### config.mk
export PLATFORM = sky130hd
export DESIGN_NAME = stopwatch_ctrl
export DESIGN_NICKNAME = d
export VERILOG_FILES = /design/src/rtl/stopwatch_pkg.sv /design/src/rtl/btn_debounce.sv /design/src/rtl/stopwatch_ctrl.sv
export SDC_FILE = /design/constraint.sdc
export NUM_CORES = 1
export LEC_CHECK = 0
export CORE_MARGIN = 2
export CORE_UTILIZATION = 40
export DETAILED_ROUTE_END_ITERATION = 7
export DONT_BUFFER_PORTS = 1
export MAX_ROUTING_LAYER = met4
export SYNTH_ARGS = -nofsm -noshare
export SYNTH_HDL_FRONTEND = slang
export SYNTH_HIERARCHICAL = 1
export SYNTH_SLANG_ARGS = --single-unit
### constraint.sdc
create_clock -name clk -period 2.1 [get_ports clk]
set_clock_uncertainty 0.15 [all_clocks]
set_input_delay 0.315 -clock clk [delete_from_list [all_inputs] [get_ports clk]]
set_output_delay 0.315 -clock clk [all_outputs]
set_load 0.02 [all_outputs]
### src/rtl/stopwatch_pkg.sv
// Shared types and constants for the stopwatch front-panel controller.
// Event arbitration lives here so every user sees the same priority order.
package stopwatch_pkg;

  typedef enum logic [1:0] {
    IDLE  = 2'd0,
    RUN   = 2'd1,
    PAUSE = 2'd2,
    DONE  = 2'd3
  } sw_state_e;

  // One debounced press pulse per button.
  typedef struct packed {
    logic clear;
    logic start;
    logic lap;
    logic dir;
  } btn_evt_t;

  localparam logic [15:0] BCD_ZERO = 16'h0000;
  localparam logic [15:0] BCD_MAX  = 16'h9999;

  localparam int DEBOUNCE_CYCLES_DEFAULT = 1000000;
  localparam int DB_W_DEFAULT            = 20;

  // Keep only the highest-priority event: clear > start > lap > dir.
  function automatic btn_evt_t prioritise(btn_evt_t raw);
    btn_evt_t sel;
    sel = '0;
    if (raw.clear) begin
      sel.clear = 1'b1;
    end else if (raw.start) begin
      sel.start = 1'b1;
    end else if (raw.lap) begin
      sel.lap = 1'b1;
    end else if (raw.dir) begin
      sel.dir = 1'b1;
    end
    return sel;
  endfunction

endpackage

### src/rtl/btn_debounce.sv
// Two-flop synchroniser, stability counter and rising-edge event pulse
// for one raw push-button.
module btn_debounce #(
  parameter int DEBOUNCE_CYCLES = 1000000,
  parameter int DB_W            = 20
) (
  input  logic clk,
  input  logic reset_n,
  input  logic btn_i,
  output logic event_o
);

  localparam logic [DB_W-1:0] CNT_LAST = DB_W'(DEBOUNCE_CYCLES - 1);

  logic            sync1_q;
  logic            sync2_q;
  logic            level_q;
  logic            level_d;
  logic            event_q;
  logic            event_d;
  logic [DB_W-1:0] cnt_q;
  logic [DB_W-1:0] cnt_d;

  // The counter only runs while the synced input disagrees with the accepted
  // level; any return to agreement (a bounce) restarts the stability window.
  always_comb begin
    cnt_d   = '0;
    level_d = level_q;
    event_d = 1'b0;
    if (sync2_q != level_q) begin
      if (cnt_q == CNT_LAST) begin
        level_d = sync2_q;
        event_d = sync2_q;
      end else begin
        cnt_d = cnt_q + DB_W'(1);
      end
    end
  end

  always_ff @(posedge clk or negedge reset_n) begin
    if (!reset_n) begin
      sync1_q <= 1'b0;
      sync2_q <= 1'b0;
      level_q <= 1'b0;
      event_q <= 1'b0;
      cnt_q   <= '0;
    end else begin
      sync1_q <= btn_i;
      sync2_q <= sync1_q;
      level_q <= level_d;
      event_q <= event_d;
      cnt_q   <= cnt_d;
    end
  end

  assign event_o = event_q;

endmodule

### src/rtl/stopwatch_ctrl.sv
// Front-panel controller: debounced buttons drive the IDLE/RUN/PAUSE/DONE
// machine, the stopwatch enable/direction/reset and a lap-freeze display.
module stopwatch_ctrl
  import stopwatch_pkg::*;
#(
  parameter int DEBOUNCE_CYCLES = DEBOUNCE_CYCLES_DEFAULT,
  parameter int DB_W            = DB_W_DEFAULT
) (
  input  logic        clk,
  input  logic        reset_n,
  input  logic        btn_start,
  input  logic        btn_clear,
  input  logic        btn_dir,
  input  logic        btn_lap,
  input  logic [15:0] sw_digits,
  output logic        sw_enable,
  output logic        sw_up,
  output logic        sw_reset,
  output logic [15:0] disp_digits,
  output logic        running,
  output logic        done,
  output logic        lap_active
);

  btn_evt_t  evt_raw;
  btn_evt_t  evt;
  sw_state_e state_q;
  sw_state_e state_d;
  logic        sw_up_q;
  logic        sw_up_d;
  logic        lap_active_q;
  logic        lap_active_d;
  logic [15:0] lap_q;
  logic [15:0] lap_d;
  logic        sw_reset_q;
  logic        sw_reset_d;
  logic        limit;

  btn_debounce #(.DEBOUNCE_CYCLES(DEBOUNCE_CYCLES), .DB_W(DB_W)) u_db_start (
    .clk     (clk),
    .reset_n (reset_n),
    .btn_i   (btn_start),
    .event_o (evt_raw.start)
  );

  btn_debounce #(.DEBOUNCE_CYCLES(DEBOUNCE_CYCLES), .DB_W(DB_W)) u_db_clear (
    .clk     (clk),
    .reset_n (reset_n),
    .btn_i   (btn_clear),
    .event_o (evt_raw.clear)
  );

  btn_debounce #(.DEBOUNCE_CYCLES(DEBOUNCE_CYCLES), .DB_W(DB_W)) u_db_dir (
    .clk     (clk),
    .reset_n (reset_n),
    .btn_i   (btn_dir),
    .event_o (evt_raw.dir)
  );

  btn_debounce #(.DEBOUNCE_CYCLES(DEBOUNCE_CYCLES), .DB_W(DB_W)) u_db_lap (
    .clk     (clk),
    .reset_n (reset_n),
    .btn_i   (btn_lap),
    .event_o (evt_raw.lap)
  );

  always_comb begin
    evt = prioritise(evt_raw);
  end

  // Limit is seen combinationally so the count stops before it can wrap.
  always_comb begin
    limit = (sw_up_q && (sw_digits == BCD_MAX)) ||
            (!sw_up_q && (sw_digits == BCD_ZERO));
  end

  always_comb begin
    state_d      = state_q;
    sw_up_d      = sw_up_q;
    lap_active_d = lap_active_q;
    lap_d        = lap_q;
    sw_reset_d   = 1'b0;
    if (evt.clear) begin
      state_d      = IDLE;
      lap_active_d = 1'b0;
      sw_reset_d   = 1'b1;
    end else begin
      unique case (state_q)
        IDLE: begin
          if (evt.start) begin
            if (limit) begin
              state_d      = DONE;
              lap_active_d = 1'b0;
            end else begin
              state_d = RUN;
            end
          end else if (evt.dir) begin
            sw_up_d = ~sw_up_q;
          end
        end
        RUN: begin
          if (evt.start) begin
            state_d = PAUSE;
          end else if (limit) begin
            state_d      = DONE;
            lap_active_d = 1'b0;
          end else if (evt.lap) begin
            lap_active_d = ~lap_active_q;
            if (!lap_active_q) begin
              lap_d = sw_digits;
            end
          end
        end
        PAUSE: begin
          if (evt.start) begin
            if (limit) begin
              state_d      = DONE;
              lap_active_d = 1'b0;
            end else begin
              state_d = RUN;
            end
          end else if (evt.lap) begin
            lap_active_d = 1'b0;
          end else if (evt.dir) begin
            sw_up_d = ~sw_up_q;
          end
        end
        DONE: begin
          lap_active_d = 1'b0;
        end
      endcase
    end
  end

  // sw_reset comes up asserted so the stopwatch starts from zero after reset.
  always_ff @(posedge clk or negedge reset_n) begin
    if (!reset_n) begin
      state_q      <= IDLE;
      sw_up_q      <= 1'b1;
      lap_active_q <= 1'b0;
      lap_q        <= BCD_ZERO;
      sw_reset_q   <= 1'b1;
    end else begin
      state_q      <= state_d;
      sw_up_q      <= sw_up_d;
      lap_active_q <= lap_active_d;
      lap_q        <= lap_d;
      sw_reset_q   <= sw_reset_d;
    end
  end

  assign sw_enable   = (state_q == RUN) && !limit;
  assign sw_up       = sw_up_q;
  assign sw_reset    = sw_reset_q;
  assign disp_digits = lap_active_q ? lap_q : sw_digits;
  assign running     = (state_q == RUN);
  assign done        = (state_q == DONE);
  assign lap_active  = lap_active_q;

endmodule

## Word level (Yosys, flattened, before mapping)

Cells that the tools add are included.
W data, S select, Z words.

- Bitwise logic cells: 5
- Reduce and logical (&&, ||, !) cells: 19
- Eq/ne operators: 21
- Muxes and demuxes: 45
- Add/sub/neg operators: 4

Operators with widths:

| operator | count |
|---|---|
| $mux W20 | 8 |
| $add A20 B1 Y20 const B | 4 |
| $eq A20 B20 Y1 const B | 4 |
| $mux W1 | 26 |
| $eq A16 B16 Y1 const B | 1 |
| $logic_not A16 Y1 | 1 |
| $mux W16 | 1 |
| $mux W2 | 6 |
| $reduce_and A5 Y1 | 2 |
| $ne A4 B1 Y1 const B | 2 |
| $reduce_and A2 Y1 | 4 |
| $ne A2 B2 Y1 const B | 3 |
| $not A1 Y1 | 5 |
| $eq A2 B2 Y1 const B | 2 |
| $ne A1 B1 Y1 | 4 |
| $ne A4 B4 Y1 const B | 1 |
| $pmux W1 S4 | 1 |
| $pmux W2 S2 | 1 |
| $reduce_and A4 Y1 | 1 |
| $logic_and A1 B1 Y1 | 3 |
| $mux W3 | 1 |
| $ne A3 B1 Y1 const B | 1 |
| $ne A3 B2 Y1 const B | 1 |
| $ne A3 B3 Y1 const B | 1 |
| 9 further kinds | 10 |

- Logic and storage cells: 119
- Input bits: 22
- Output and inout port bits: 22
- Flip-flop bits (word level): 117

## Depth between registers and ports, before layout

Gate-level depths: netlist of run 1.

- Depth after elaboration: 9
- Gate-level depth with buffers: 7
- Gate-level depth less buffers: 5

## Modules after synthesis

The synthesis of run 1 kept the hierarchy.

By module, submodules not included:

| module | times used | cells an instance | area an instance (µm²) | seq. area each (µm²) |
|---|---|---|---|---|
| btn_debounce (u_db_clear ...) | 2 | 107 | 1184.9 | 600.6 |
| stopwatch_ctrl | 1 | 92 | 1183.6 | 528.0 |
| btn_debounce (u_db_start) | 1 | 116 | 1168.6 | 600.6 |
| btn_debounce (u_db_dir) | 1 | 109 | 1143.6 | 600.6 |

## Least setup slack after synthesis of run 1

No wires, ideal clock.

- Path type: input port to flip-flop
- Start point: input sw_digits[12]
- End point: register lap_q[10]
- Library setup time: 0.125 ns
- Path buffers: 2
- Cell stages on the path: 7
- Arrival time: 1.902 ns
- Path slack: -0.078 ns
- Required time: 1.825 ns
- Cells stage by stage: or4_4 nor4_2 o211a_1 or3_1 buf_6 buf_12 mux2_4

- Longest elaborated chain between the ends: 5
- Elaborated cells on any way between the ends: 7
- Those cells by class: eq/ne (1); bitwise (1); reduce/logical (5)

Ends and longest elaborated chain:

| item | RTL line | text |
|---|---|---|
| start: declaration | stopwatch_ctrl.sv:15 | `input logic [15:0] sw_digits,` |
| $eq A16 B16 Y1 / $logic_not A16 Y1 (equally long branches) | stopwatch_ctrl.sv:73, stopwatch_ctrl.sv:74 |  |
| $logic_and A1 B1 Y1, on equally long branches | stopwatch_ctrl.sv:73, stopwatch_ctrl.sv:74 |  |
| $logic_or A1 B1 Y1 (*) | stopwatch_ctrl.sv:73 | `limit = (sw_up_q && (sw_digits == BCD_MAX)) \|\|` |
| $not A1 Y1 (no source line) (*) | -- |  |
| $reduce_and A5 Y1 (no source line) (*) | -- |  |
| end signal: assignment | stopwatch_ctrl.sv:147 | `lap_q <= lap_d;` |
| end: declaration | stopwatch_ctrl.sv:33 | `logic [15:0] lap_q;` |

Every way passes the cells marked *; elsewhere a longest branch is shown, timed or not.
A chain may end at the register's enable or synchronous reset.

## Final worst setup path of run 1

- Start point: register sw_up_q, in the netlist sw_up
- End point: output sw_enable

- Longest elaborated chain between the ends: 5
- Elaborated cells on any way between the ends: 6
- Those cells by class: reduce/logical (6)

Ends and longest elaborated chain:

| item | RTL line | text |
|---|---|---|
| start: declaration | stopwatch_ctrl.sv:29 | `logic sw_up_q;` |
| start signal: assignment | stopwatch_ctrl.sv:145 | `sw_up_q <= sw_up_d;` |
| $logic_not A1 Y1 | stopwatch_ctrl.sv:74 | `(!sw_up_q && (sw_digits == BCD_ZERO));` |
| $logic_and A1 B1 Y1 | stopwatch_ctrl.sv:74 |  |
| $logic_or A1 B1 Y1 (*) | stopwatch_ctrl.sv:73 |  |
| $logic_not A1 Y1 (*) | stopwatch_ctrl.sv:152 | `assign sw_enable = (state_q == RUN) && !limit;` |
| $logic_and A1 B1 Y1 (*) | stopwatch_ctrl.sv:152 |  |
| end: declaration | stopwatch_ctrl.sv:16 | `output logic sw_enable,` |

Marks and branches as above.

==> results of run 1 <==
how the worst max path moves through the flow:
stage | start | endpoint | slack (ps) | cells after the start
final | sw_up$_DFFE_PN1P_ | sw_enable | -50 | 4
after global routing | sw_up$_DFFE_PN1P_ | sw_enable | -150 | 4
after CTS | sw_up$_DFFE_PN1P_ | sw_enable | -90 | 4
after detailed placement | sw_digits[12] | lap_q[4]$_DFFE_PN0P_ | -130 | 6
after global placement | sw_digits[12] | lap_q[4]$_DFFE_PN0P_ | -100 | 6
after floorplan | sw_digits[12] | lap_q[10]$_DFFE_PN0P_ | -70 | 7
sequential cells by signal (all words and copies together) (netlist names), 2 cells and up:
name              cells
lap_q                16
state_q               2
u_db_clear/cnt_q     20
u_db_dir/cnt_q       20
u_db_lap/cnt_q       20
u_db_start/cnt_q     20
layout by cell type, fill, tap and decap left out, drive strengths merged, types with 11 or more instances in the layout:
master,n
xnor2,35
a21oi,20
xor2,23
nand2,27
clkbuf,27
inv,14
dfrtp,115
nand3,27
nor3,11
or4,15
nand4,19
mux2,36
nor4,18
or3,11
buf,47
nor2,74
critical path: cells and delay by family, from the launching register on:
kind            cells  cell delay, ps
compound gates      1             230
flops               1             600
simple gates        2             310
buf+inv             1             130
cell type report:
type,count,area [sq um],share of cell area
timing repair buffer,52,434.2,0.06146
clock inverter,5,50.05,0.007085
inverter,14,52.55,0.007439
multi-input combinational,390,2868,0.4060
tap,184,230.2,0.03259
clock buffer,26,499.2,0.07067
sequential,117,2930,0.4148
per-layer routing:
layer  up-vias  wire length [um]  GRT usage
li1       2036                 -          -
met1      2074              5311     0.2092
met2        71              5644     0.2548
met3        11               712    0.06376
met4         0               117    0.05359
met5         -                 0          -
power breakdown:
part	total (mW)	internal [mW]	switching [mW]
Sequential	2.33	2.30	0.0319
Combinational	0.158	0.0743	0.0839
Clock	2.69	1.73	0.957
Total	5.18	4.11	1.07
what timing repair did:
action                                  4_1_cts  5_1_grt
pin swaps                                     3        3
setup buffers                                 2        2
endpoints found under the setup margin        2       36
cloned                                        0        1
endpoints found under the hold margin       121      117
gates resized for setup                       5        6
through the flow:
| stage | cells | power, mW | area, sq um | TNS, ps | hold slack, ps |
|---|---|---|---|---|---|
| final | 788 | 5.183 | 7064 | -46.45 | -545.4 |
| after CTS | 785 | 5.255 | 6985 | -90.45 | -571.9 |
| after detailed placement | 748 | 2.521 | 6365 | -1803 | -124.2 |
| after global placement | 748 | 2.518 | 6365 | -1365 | -123.5 |
| after global routing | 788 | 5.394 | 7064 | -443.8 | -578.6 |
| after floorplan | 531 | 2.484 | 5876 | -662.6 | -130.6 |
cells by family after synthesis:
kind of cell,share of synthesized area
buffers and inverters,0.02176
xor gates and xnor gates,0.08660
DFF,0.4996
adders and majority gates,0.008533
and+or+nand+nor,0.2421
muxes,0.08020
AOI/OAI and AO/OA,0.06122
==> results list, run 1 <==
- Measured against its own limit, the worst slew margin works out to 0.6758.
- At the end of routability-driven placement, the weighted congestion stood at between 0.8 and 0.9.
* Post-synth EDFFs: 0
- Among all cell types in the netlist, the one instantiated most often is sky130_fd_sc_hd__dfrtp_1.
- The first global-routing pass estimated around 21000 um of wire.
* Unique cell type count in the Yosys netlist: 57
- CTS max path bufs: 2
* Core ar.: approximately 0.014 sq mm
- Count of input and output buffers: 0
* Tightest hold margin: -545.4 ps
- Entering global routing, the biggest net connects roughly 120 pins.
- The final layout contains between 600 and 700 nets.
- Chip Width: between 100 and 150 um
- Setup repair after global routing could not meet its margin everywhere.
* Max Fclk: 465.9 MHz
- Initial antenna violation count: 0
* Clock sink count: 117
* WP data arrival: 1680 ps
- The share of the Yosys chip area taken by registers is 0.4996.
- The die covers between 0.015 and 0.02 sq mm.
- Worst min path class: input port to asynchronous set/reset pin
* Max VDD drop: a little under 600 uV
* Most frequently used flop master after synthesis: sky130_fd_sc_hd__dfrtp_1
- The final reports fail on negative hold slack, negative setup slack.
- Post-CTS clock slew at the launch and capture registers of the worst setup and hold paths: 50 ps
- Max-cap violations in this run came to 0.
- Total wire length after detailed routing: about 12000 um
- Reg-to-Reg End: lap_q[11]$_DFFE_PN0P_
- Antenna diodes: 0
* Pwr Density: between 700 and 800 mW/mm^2
- Row Count: 44
- Buffers inserted during clock tree synthesis total 17.
* DRC violations left: 0
* Worst R2R Start: sw_up$_DFFE_PN1P_
- Setup slack after placement: -133.8 ps
- The total overflow left after global routing is 0.
* Type of the setup path with the least slack: flip-flop to output pin
* Worst R2R Path Depth: 6
* Period Utilization, post-route: 1.022
* Worst path setup slack after routing: -46.45 ps
* Via count: 4192
- Final Hold Vio Count: around 120
- Crit path largest cell delay: 600 ps
- The flow ran to the end, but the final reports show violations.
* Required time of the critical path: about 1600 ps
- The share of synthesized area in the top cell type comes to 0.4906.
- Kind of end point of the critical path: output pin
- Pin placement for this block handled 44 I/O pins.
* Initial Util: 0.4067
- The smallest clock period supported by the final layout is computed as 2146 ps.
* Leading cell types by total area after synthesis: sky130_fd_sc_hd__dfrtp_1 49%, sky130_fd_sc_hd__xnor2_1 5.2%, sky130_fd_sc_hd__nor2_1 4.7%, sky130_fd_sc_hd__mux2_2 4.4%, sky130_fd_sc_hd__xor2_1 3.4%
- Measured on the finished design, the core utilization comes to 0.4898.
- Remaining antenna violation count: 0
* Crit-path slowest cell: sky130_fd_sc_hd__dfstp_2
- The signal on the critical path passes through nor4_4 -> buf_4 -> o211ai_1 -> and2_4.
- Counting every net in the synthesized netlist gives about 560.
* Area growth syn-to-layout: 20.44%
* Slew at the pin closest to its max-slew limit: between 400 and 500 ps
- From bottom edge to top edge, the die measures between 100 and 150 um.
- A synthesized cell averages 11.05 sq um.
- Register bit count reported by yosys: around 120
- The analysis attributes to cell leakage a power of ~3.0 nW.
* Netlist area before placement: about 0.006 sq mm
- Crit path launch type: flip-flop
* Root Buffer Master: sky130_fd_sc_hd__clkbuf_16
- Synthesized netlist cell count: ~530
* Number of fillers in the final layout: approximately 1300
- Setup violations remaining at the end of the flow were counted as 1.
- Of the cells placed in the final design, the portion with a size suffix greater than 1 is 0.2483.
- Cell taking the most area after synthesis: sky130_fd_sc_hd__dfrtp_1
- Maximum level of the CTS H-tree: 4
- First DRT Iteration DRCs: roughly 260
- Final Max Slew Viols: 0
* Share of async-settable or async-resettable flops after synthesis: 1.000
* Vias per std cell: roughly 5.3
- Via count of the first global-routing pass: 4349
* Skew-Pair Late Insertion Delay: approximately 420 ps
- Most numerous cell types in the synthesized netlist: 115 x sky130_fd_sc_hd__dfrtp_1, 74 x sky130_fd_sc_hd__nor2_1, 35 x sky130_fd_sc_hd__xnor2_1
* Yosys warning total: 6
- In this run the worst path has a maximum fanout of 4.
- TritonCTS built the clock tree.
- Quantity of hold-fixing buffers added after cts: 4
- The first TritonRoute pass finished after 4 iterations.
- In the final routed layout, each cell accounts on average for 14.96 um.
* Overall fraction of global-route tracks in use: 0.1682
- Worst-case register-to-register setup slack: 0 ps
- Post-DP HPWL: ~8000 um
No activity file was read; power rests on OpenSTA's default activity.
==> run 2: changes to the inputs <==
Settings changed: ABC_AREA set to 1.
==> run 2 against run 1 <==
Compared with the run above:
- the run ends with negative hold slack left
- synthesized cell count rose by 58%
- clock-buffer cell count fell by 2
- die area rose by 12%
- global-route usage grew 0.79 points
- first-iteration DRC count is 11% higher
- clock power shrank 7%
- critical endpoint unchanged
- fmax up 6.6%
- register-to-register slack better by 320 ps
- worst hold slack got worse by 4.0 ps
- via count up 25%
==> results list, run 2 <==
- The register area share after synthesis came to 0.4452 (-0.05441).
* Number of violations of the max-capacitance limit: 0 (unchanged)
- The die outline area came to 0.01750 sq mm (+12%).
- The highest achievable clock rate came to 496.6 MHz (+6.6%).
- The row count came to 46 (+4.5%).
* Startpoint of the worst setup timing path: sw_up$_DFFE_PN1P_
- Max VDD drop: 603.3 uV (+3.4%)
* Number of clock buffers inserted by TritonCTS: 17 (unchanged)
- The global-route wire length before repair came to 24370 um (+16%).
* Core utilization of the finished layout: 0.4693 (-0.02050)
- The max-slew violation count came to 0 (unchanged).
* Post-CTS clock slew at the launch and capture registers of the worst setup and hold paths: 50 ps (about the same)
- The vias after detailed routing came to 5245 (+25%).
- The number of remaining DRC errors was 0 (unchanged).
- The core footprint came to 0.01600 sq mm (+11%).
- Netlist area before placement: 0.006583 sq mm (+12%)
- Met3 capacity usage during global routing: 0.05152 (-0.01224)
* Vias per std cell: 4.768 (-10%)
* Overall fraction of global-route tracks in use: 0.1761 (+0.007902)
- The internal portion of total power was 3.905 mW (-5.0%).
- Leak pwr: 3.295 nW (+10%)
- sky130_fd_sc_hd__dfrtp_1 takes more of the synthesized area than any other cell.
- Pwr Density: 660.7 mW/mm^2 (-9.9%)
* Die Y: 132.3 um (+5.7%)
- The clock insertion delay at the later pin of the skew report was 420 ps (about the same).
* Violated checks: negative hold slack
- The number of global-route vias before repair came to 5236 (+20%).
- Largest net degree at the start of global routing: 118 (unchanged)
- The arrival time reported for the critical path endpoint is 1550 ps (-130 ps).
- Required time of the critical path: 1630 ps (about the same)
* Number of fillers in the final layout: 1626 (+25%)
* Routed WL per cell: 12.53 um (-16%)
- The placement-stage worst setup slack is 231.3 ps (+365.0 ps).
- DRT Pass-1 Iters: 4 (unchanged)
* Initial Util: 0.4114 (+0.004739)
- Relative contribution of the clock network to total power: 0.504 (-0.015)
* Count of nets after finishing: 900 (+46%)
- The number of placed I/O pins was 44 (unchanged).
- GR Util met1: 0.2220 (+0.01277)
* Type of the setup path with the least slack: flip-flop to output pin
* Quantity of hold-fixing buffers added after cts: 4 (unchanged)
- Clock tree from TritonCTS: done
- The slack of the critical path is 86.37 ps (+132.8 ps).
* Fin Setup TNS: 0 ps (+46.45 ps)
- In the post-synthesis netlist, the biggest area contributors are sky130_fd_sc_hd__dfrtp_1 44%, sky130_fd_sc_hd__nand2_1 9.6%, sky130_fd_sc_hd__nor2_1 9.6%, sky130_fd_sc_hd__nand3_1 5.8%, sky130_fd_sc_hd__inv_1 4.5%.
* Yosys warning total: 6 (unchanged)
- Net switching power of the design: 1.056 mW (-1.6%)
- Synthesized netlist cell count: 840 (+58%)
- Worst-case register-to-register setup slack: 320 ps (+320 ps)
- The count of flip-flops with a built-in enable after synthesis came to 0 (unchanged).
* Routing usage on met2: 0.2743 (+0.01951)
- Worst R2R Start: sw_up$_DFFE_PN1P_
* Slew at the pin closest to its max-slew limit: 428.3 ps (-53.62 ps)
- STA classifies the critical path endpoint as an output pin.
* Share of async-settable or async-resettable flops after synthesis: 1.000 (unchanged)
- In this run the critical register-to-register path is captured at lap_active$_DFFE_PN0P_.
* Routability congestion estimate from global placement: 0.8350 (+4.0%)
- In the synthesized netlist the dominant register cell turns out to be sky130_fd_sc_hd__dfrtp_1.
* Total wire length after detailed routing: 13780 um (+17%)
- Most numerous cell types in the synthesized netlist: 168 x sky130_fd_sc_hd__nand2_1, 168 x sky130_fd_sc_hd__nor2_1, 115 x sky130_fd_sc_hd__dfrtp_1
- First DRT Iteration DRCs: 286 (+11%)
* Register area: 0.002930 sq mm (unchanged)
- The run finished, with violations left.
- WP buf/inv: 2 (+1)
* Chip Width: 132.3 um (+5.7%)
- The residual antenna-violating net count after detailed routing was 0 (unchanged).
* GR Overflow Total: 0 (unchanged)
- Critical path cell sequence: inv_2 -> nand3_1 -> nor2_1 -> nand3_2 -> nand3_4 -> inv_8
- Cell class contributing the biggest share of worst-path delay: flip-flops
- The fraction of power spent switching nets was 0.2129 (+0.005811).
- Most used routing layer in global routing: met2
- Final setup violation count: 0 (-1)
- Portion of total power attributed to sequential cells: 0.465 (+0.015)
- CTS max path bufs: 2 (unchanged)
- The post-route cell area came to 0.007508 sq mm (+6.3%).
- Slew Limit Headroom: 0.7142 (+0.03847)
- Root Buffer Master: sky130_fd_sc_hd__clkbuf_16
- The area after detailed placement is 0.006910 sq mm (+8.6%).
- Worst min path class: input port to asynchronous set/reset pin
- The post-route worst hold slack was -549.4 ps (-3.957 ps).
- Register bit count reported by yosys: 117 (unchanged)
- Combined area of the multi-input logic cells: 0.003282 sq mm (+14%)
* CP max FO: 5 (+1)
- Maximum level of the CTS H-tree: 4 (unchanged)
* Fraction of final layout cells sized beyond drive strength 1: 0.1708 (-0.07753)
- The post-layout minimum cycle time is 2014 ps (-132.8 ps).
* Antenna diodes: 0 (unchanged)
- Combinational cell fraction of total power: 0.031 (about the same)
- Clock sink count: 117 (unchanged)
* Post-DP HPWL: 9675 um (+21%)
- Highest-count cells in the layout ignoring fill and taps: 167 x sky130_fd_sc_hd__nand2_1, 167 x sky130_fd_sc_hd__nor2_1, 115 x sky130_fd_sc_hd__dfrtp_1
* Crit path largest cell delay: 620 ps (+20 ps)
* Mean cell area of the mapped netlist: 7.836 sq um (-29%)
- The count of cell types in the netlist is 37 (-35%).
- The fraction of post-synthesis cell area in the top cell type by area is 0.4372 (-0.05344).
- Period Utilization, post-route: 0.9589 (-0.06325)
* Crit path launch type: flip-flop
- Crit-path slowest cell: sky130_fd_sc_hd__dfstp_2
- Area growth syn-to-layout: 14.07%
* Worst R2R Path Depth: 10 (+4)
- Initial antenna violation count: 0 (unchanged)
- Final Hold Vio Count: 117 (unchanged)
- Mapped Nets: 866 (+55%)
- Count of input and output buffers: 0 (unchanged)
-- run 2: cell types whose count changed in the layout (fill, tap and decap cells not counted), sizes merged, moves of 31 or more --
cell	change
mux2	-36
inv	+75
buf	-31
nand3	+60
nand2	+167
nor2	+134
-- run 2: power by group through the flow --
stage	registers (mW)	clock network [mW]	logic, mW
finish	2.30	2.50	0.156
CTS	2.30	2.58	0.157
floorplan	2.34	0	0.112
global placement	2.34	0	0.151
detailed placement	2.34	0	0.151
global route	2.31	2.69	0.175
-- run 2: logic make-up (layout without fill, tap and decap cells) --
group                      count (synthesis)  in the layout  share of synthesized area
AOI/OAI and AO/OA                         43             43                    0.03422
xor gates and xnor gates                  44             44                    0.06310
adders and majority gates                  4              4                   0.007603
buffers and inverters                     95            139                    0.05816
DFF                                      117            117                     0.4452
and+or+nand+nor                          537            537                     0.3918
-- run 2: how the worst max path moves through the flow --
stage / end / slack [ps] / depth (start not counted)
2_1_floorplan: disp_digits[1] / 270 / 3
3_3_place_gp: lap_q[0]$_DFFE_PN0P_ / 270 / 9
3_5_place_dp: lap_q[4]$_DFFE_PN0P_ / 230 / 9
4_1_cts: sw_enable / 50 / 6
5_1_grt: sw_enable / -9 / 6
6_report: sw_enable / 90 / 6
-- run 2: worst reg2reg max path, delay by kind of cell (launching register included) --
family / cells / cell delay, ps
flops: 1 / 620
buf+inv: 2 / 240
simple gates: 8 / 660
-- run 2: layout make-up --
class,count,area share
well taps,216,0.03599
multi-input cells,628,0.4371
inverters,88,0.04583
flip-flops and latches,117,0.3903
repair buffers,20,0.02133
repair inverters,2,0.001666
clock inverters,5,0.003666
clock buffers,24,0.06416
-- run 2: what timing repair did --
action                                 in CTS  in global routing
buffers inserted                            1                  1
endpoints found under the hold margin     121                117
pin swaps                                   1                  1
setup endpoints to repair                   1                  3
resized for setup                           3                  4
cloned                                      2                  0
-- run 2: through the flow --
step / power (mW) / hold slack (ps) / cells
3_5_place_dp: 2.493 / -124.4 / 1063
2_1_floorplan: 2.450 / -130.6 / 840
4_1_cts: 5.040 / -568.9 / 1099
6_report: 4.961 / -549.4 / 1100
3_3_place_gp: 2.492 / -124.9 / 1063
5_1_grt: 5.175 / -578.9 / 1100
-- run 2: per-layer routing --
| metal | vias up | wire length [um] |
|---|---|---|
| met5 | - | 0 |
| met4 | 0 | 189 |
| met3 | 13 | 644 |
| met2 | 80 | 6365 |
| met1 | 2432 | 6583 |
| li1 | 2720 | - |
